<file path="config.mk">
export PLATFORM = sky130hd
export DESIGN_NAME = pl_hazard_scoreboard
export DESIGN_NICKNAME = d
export VERILOG_FILES = /design/src/rtl/pl_hazard_scoreboard.sv
export SDC_FILE = /design/constraint.sdc
export NUM_CORES = 1
export LEC_CHECK = 0
export ABC_CLOCK_PERIOD_IN_PS = 2300
export CAP_MARGIN = 25
export CORE_ASPECT_RATIO = 0.9
export CORE_MARGIN = 1
export CORE_UTILIZATION = 30
export CTS_CLUSTER_SIZE = 20
export DETAILED_ROUTE_END_ITERATION = 6
export PLACE_DENSITY = 0.79
export REMOVE_ABC_BUFFERS = 1
export SETUP_SLACK_MARGIN = 0.5
export SLEW_MARGIN = 20
export SYNTH_ARGS = -nofsm -noshare
export SYNTH_HDL_FRONTEND = slang
export SYNTH_SLANG_ARGS = --single-unit
</file>
<file path="constraint.sdc">
create_clock -name clk -period 2.3 [get_ports clk]
set_clock_uncertainty 0.15 [all_clocks]
set_input_delay 0.46 -clock clk [delete_from_list [all_inputs] [get_ports clk]]
set_output_delay 0.46 -clock clk [all_outputs]
set_load 0.02 [all_outputs]
</file>
<file path="src/rtl/pl_hazard_scoreboard.sv">
// Hazard unit for the five-stage core: forwarding, load-use stall, branch flush and a
// multi-cycle execute hold FSM. Define HAZARD_PERF_CNT_EN to build the saturating stall/flush counters.
module pl_hazard_scoreboard #(
    parameter int REG_AW     = 5,
    parameter int MC_LATENCY = 4,
    parameter int CNT_W      = 16
) (
    input  logic              clk,
    input  logic              rst,
    input  logic [REG_AW-1:0] rs1_D,
    input  logic [REG_AW-1:0] rs2_D,
    input  logic [REG_AW-1:0] rs1_E,
    input  logic [REG_AW-1:0] rs2_E,
    input  logic [REG_AW-1:0] rd_E,
    input  logic [1:0]        res_src_E,
    input  logic              mc_start_E,
    input  logic              pc_src_E,
    input  logic [REG_AW-1:0] rd_M,
    input  logic [REG_AW-1:0] rd_W,
    input  logic              reg_wr_M,
    input  logic              reg_wr_W,
    output logic              stall_F,
    output logic              stall_D,
    output logic              stall_E,
    output logic              flush_D,
    output logic              flush_E,
    output logic              flush_M,
    output logic [1:0]        forwardA_src,
    output logic [1:0]        forwardB_src,
    output logic              mc_busy,
    output logic [CNT_W-1:0]  stall_cnt,
    output logic [CNT_W-1:0]  flush_cnt
);

    localparam int CW = (MC_LATENCY > 2) ? $clog2(MC_LATENCY) : 1;
    localparam logic [CW-1:0] CNT_LOAD = CW'(MC_LATENCY - 2);

    typedef enum logic {IDLE, BUSY} state_t;

    state_t          state_q, state_d;
    logic [CW-1:0]   cnt_q, cnt_d;
    logic            mc_hold;
    logic            lw_stall;

    always_comb begin
        forwardA_src = 2'b00;
        if (reg_wr_M && (rd_M == rs1_E) && (rs1_E != '0))
            forwardA_src = 2'b10;
        else if (reg_wr_W && (rd_W == rs1_E) && (rs1_E != '0))
            forwardA_src = 2'b01;
    end

    always_comb begin
        forwardB_src = 2'b00;
        if (reg_wr_M && (rd_M == rs2_E) && (rs2_E != '0))
            forwardB_src = 2'b10;
        else if (reg_wr_W && (rd_W == rs2_E) && (rs2_E != '0))
            forwardB_src = 2'b01;
    end

    assign lw_stall = (res_src_E == 2'b01) && (rd_E != '0) &&
                      ((rd_E == rs1_D) || (rd_E == rs2_D));

    always_ff @(posedge clk or posedge rst) begin
        if (rst) begin
            state_q <= IDLE;
            cnt_q   <= '0;
        end else begin
            state_q <= state_d;
            cnt_q   <= cnt_d;
        end
    end

    // The release cycle is the BUSY cycle with cnt == 0; start requests are ignored there.
    always_comb begin
        state_d = state_q;
        cnt_d   = cnt_q;
        mc_hold = 1'b0;
        case (state_q)
            IDLE: begin
                if (mc_start_E) begin
                    mc_hold = 1'b1;
                    cnt_d   = CNT_LOAD;
                    state_d = BUSY;
                end
            end
            BUSY: begin
                if (cnt_q != '0) begin
                    mc_hold = 1'b1;
                    cnt_d   = cnt_q - 1'b1;
                end else begin
                    state_d = IDLE;
                end
            end
            default: state_d = IDLE;
        endcase
    end

    assign mc_busy = (state_q == BUSY);

    // A held multi-cycle op wins over both branches and load-use; otherwise a taken branch beats the stall.
    always_comb begin
        stall_F = 1'b0;
        stall_D = 1'b0;
        stall_E = 1'b0;
        flush_D = 1'b0;
        flush_E = 1'b0;
        flush_M = 1'b0;
        if (mc_hold) begin
            stall_F = 1'b1;
            stall_D = 1'b1;
            stall_E = 1'b1;
            flush_M = 1'b1;
        end else begin
            stall_F = lw_stall & ~pc_src_E;
            stall_D = lw_stall & ~pc_src_E;
            flush_D = pc_src_E;
            flush_E = pc_src_E | lw_stall;
        end
    end

`ifdef HAZARD_PERF_CNT_EN
    logic [CNT_W-1:0] stall_cnt_q, stall_cnt_d;
    logic [CNT_W-1:0] flush_cnt_q, flush_cnt_d;

    always_comb begin
        stall_cnt_d = stall_cnt_q;
        flush_cnt_d = flush_cnt_q;
        if (stall_F && (stall_cnt_q != '1))
            stall_cnt_d = stall_cnt_q + {{(CNT_W-1){1'b0}}, 1'b1};
        if (pc_src_E && (flush_cnt_q != '1))
            flush_cnt_d = flush_cnt_q + {{(CNT_W-1){1'b0}}, 1'b1};
    end

    always_ff @(posedge clk or posedge rst) begin
        if (rst) begin
            stall_cnt_q <= '0;
            flush_cnt_q <= '0;
        end else begin
            stall_cnt_q <= stall_cnt_d;
            flush_cnt_q <= flush_cnt_d;
        end
    end

    assign stall_cnt = stall_cnt_q;
    assign flush_cnt = flush_cnt_q;
`else
    assign stall_cnt = '0;
    assign flush_cnt = '0;
`endif

endmodule

</file>
==> results.toml <==
[synth]
yosys.area.top_type = "buf_4"
postSynthCellCount = 106
yosys_most_used_dff = "dfrtp_1"
ys_top_cells_by_area = "buf_4 (30%), xnor2_1 (16%), xor2_1 (14%)"
netlist_area_um2 = 858
syn_area_per_cell_um2 = 8.10
synthArstFlopShare = 1.00
ys_ff_latch = 3
synth.most_common_cell = "buf_4"
synthDistinctLibCells = 21
synth_seq_area_share = 0.0875
synth_common_cells = "buf_4 (34), xnor2_1 (16), xor2_1 (14), inv_1 (7)"
synth.top_cell.area_share = 0.297
synth_edf_count = 0
ys_warn_count = 0

[clock_tree]
cts_tree = "yes"
cts.sinks = 3
clock_latency_ns = 0.23
clk_pin_slew_ns = 0.04
h-tree-depth = 1
clockBufferDepth = 2
clockRootBuffer = "clkbuf_4"
numCtsBuffers = 3

[critical_path]
end_kind = "output pin"
arrival_ns = 1.81
r2r_end = "cnt_q[0]"
crit_type = "in -> out"
cp-start-kind = "input pin"
path_max_fanout = 2
r2r_start = "cnt_q[0]"
r2r_slack_ns = 0.70
cp.required_ns = 1.69
ff2ff_path_depth = 9

[layout]
n_antenna_cell = 0
layout-drive-gt1-share = 0.478
finalNonFillerCells = 226
synthToLayoutAreaGrowth_pct = 88.2
seq_area_um2 = 75.1
final_nets = 231
final.fill_count = 240
multi_input_area_um2 = 774

[global_route]
grt_pass1_wl_um = 3710
overflow = 0
grt_pass1_vias = 879
grt_util_all_layers = 0.163
antenna_found_initial = 0
grt_max_degree = 4

[floorplanning]
start_util = 0.315
rows = 18
design.core.area_um2 = 2730
die_y_um = 52.7
ios = 86
die_x_um = 58.4
die-area_um2 = 3080

[sta]
slew_viol_final = 0
rsz0062_at_grt = "true"
setup_slack_ns = -0.124
finalSetupViolCount = 2
tns_ns = -0.195
final.period_utilization = 1.05
timing.fmax_mhz = 412
hold_viol = 0
timing.hold.ws_ns = 0.240
fin_crit_ns = 2.42

[power]
peakVddDrop_uv = 269
leakage_uw = 0.000784
power_density_nw_per_um2 = 607

[placement]
place_congestion = 0.823
placed_cells = 212
hpwl_um = 1970
io_buffers = 53
dp_slack_ns = -0.930

[route]
vias = 930
first_pass_iters = 3
post_drt_wl_per_cell_um = 11.9
drc = 0
dr.first_iter.drc_count = 26
vias_per_cell = 4.12
wl_um = 2680
ant_nets = 0

[worst_hold_path]
hp-class = "in -> async"

[outcome]
violations = "setup timing"
status = "complete, but fails checks"

[run]
maxCapViolCount = 0
-- area by class of cell --
class	instances	area share
multi-input combinational	93	0.479
timing repair buffer	79	0.411
sequential	3	0.0465
tap	40	0.0310
clock buffer	4	0.0163
inverter	7	0.0163
-- registers in the layout (all words and copies together) (netlist names) --
name and flops:
cnt_q 2, mc_busy 1
-- cell families after synthesis --
logic type	count (synthesis)	synth area share
compound gates	6	0.0539
fa+ha+maj	1	0.0146
other cells	1	0.00437
simple gates	24	0.206
flops	3	0.0875
buf+inv	41	0.328
xor+xnor	30	0.306
-- where the power goes --
part | switching (uW) | internal, uW
logic | 377 | 408
registers | 23.2 | 81.1
clock network | 26.4 | 64.9
total | 426 | 554
-- critical path, stage by stage --
cell and delay (ns):
buf_6 0.09, or4_4 0.55, nor2_4 0.15, nor4_4 0.05, nor4_2 0.30, buf_4 0.20
-- metal layers --
layer	share of wire	vias up	global-route usage
met4	0.0089	0	0.0357
met5	0	-	0
li1	-	438	-
met3	0.12	4	0.0642
met1	0.31	426	0.128
met2	0.56	62	0.362
-- per-stage QoR --
step,utilization,area [um^2],total power (uW)
final,0.593,1620,981
after global placement,0.521,1420,715
after global routing,0.593,1620,1050
after detailed placement,0.521,1420,737
after CTS,0.574,1560,944
after floorplan,-,719,397
-- cells in the final DEF, fill, tap and decap left out, types with 2 or more instances in the layout --
| cell type | instances |
|---|---|
| clkbuf_2 | 4 |
| xnor2_1 | 12 |
| or4_4 | 3 |
| xor2_2 | 3 |
| nor3_2 | 2 |
| buf_2 | 11 |
| nor2_1 | 2 |
| buf_4 | 26 |
| clkdlybuf4s50_1 | 8 |
| clkdlybuf4s15_1 | 5 |
| inv_1 | 4 |
| dfrtp_1 | 3 |
| nand4_1 | 4 |
| buf_6 | 15 |
| dlygate4sd2_1 | 9 |
| nor2_4 | 3 |
| xor2_1 | 11 |
| inv_2 | 3 |
| nand2_1 | 3 |
| nor4_4 | 3 |
| nand2b_4 | 2 |
| xnor2_2 | 4 |
| clkbuf_4 | 3 |
| conb_1 | 32 |
-- worst max path at each step --
stage | from | end | slack, ns | cells past startpoint
final | rs2_E[3] | forwardB_src[0] | -0.12 | 6
after global routing | rs2_E[2] | forwardB_src[0] | -0.18 | 6
after CTS | rs2_E[3] | forwardB_src[0] | -0.13 | 6
after detailed placement | rd_E[2] | stall_D | -0.93 | 6
after global placement | rs2_E[1] | forwardB_src[0] | -0.86 | 6
after floorplan | rd_E[2] | stall_D | -0.60 | 4
-- repair_timing --
item                       in CTS  in global routing
pin swaps                      27                 11
hold buffers                    0                  0
setup endpoints to repair      11                 10
hold endpoints to repair        0                  0
setup buffers                   6                  4
gates resized for setup       177                 22
Note: power is estimated with default switching activity, not from simulation.
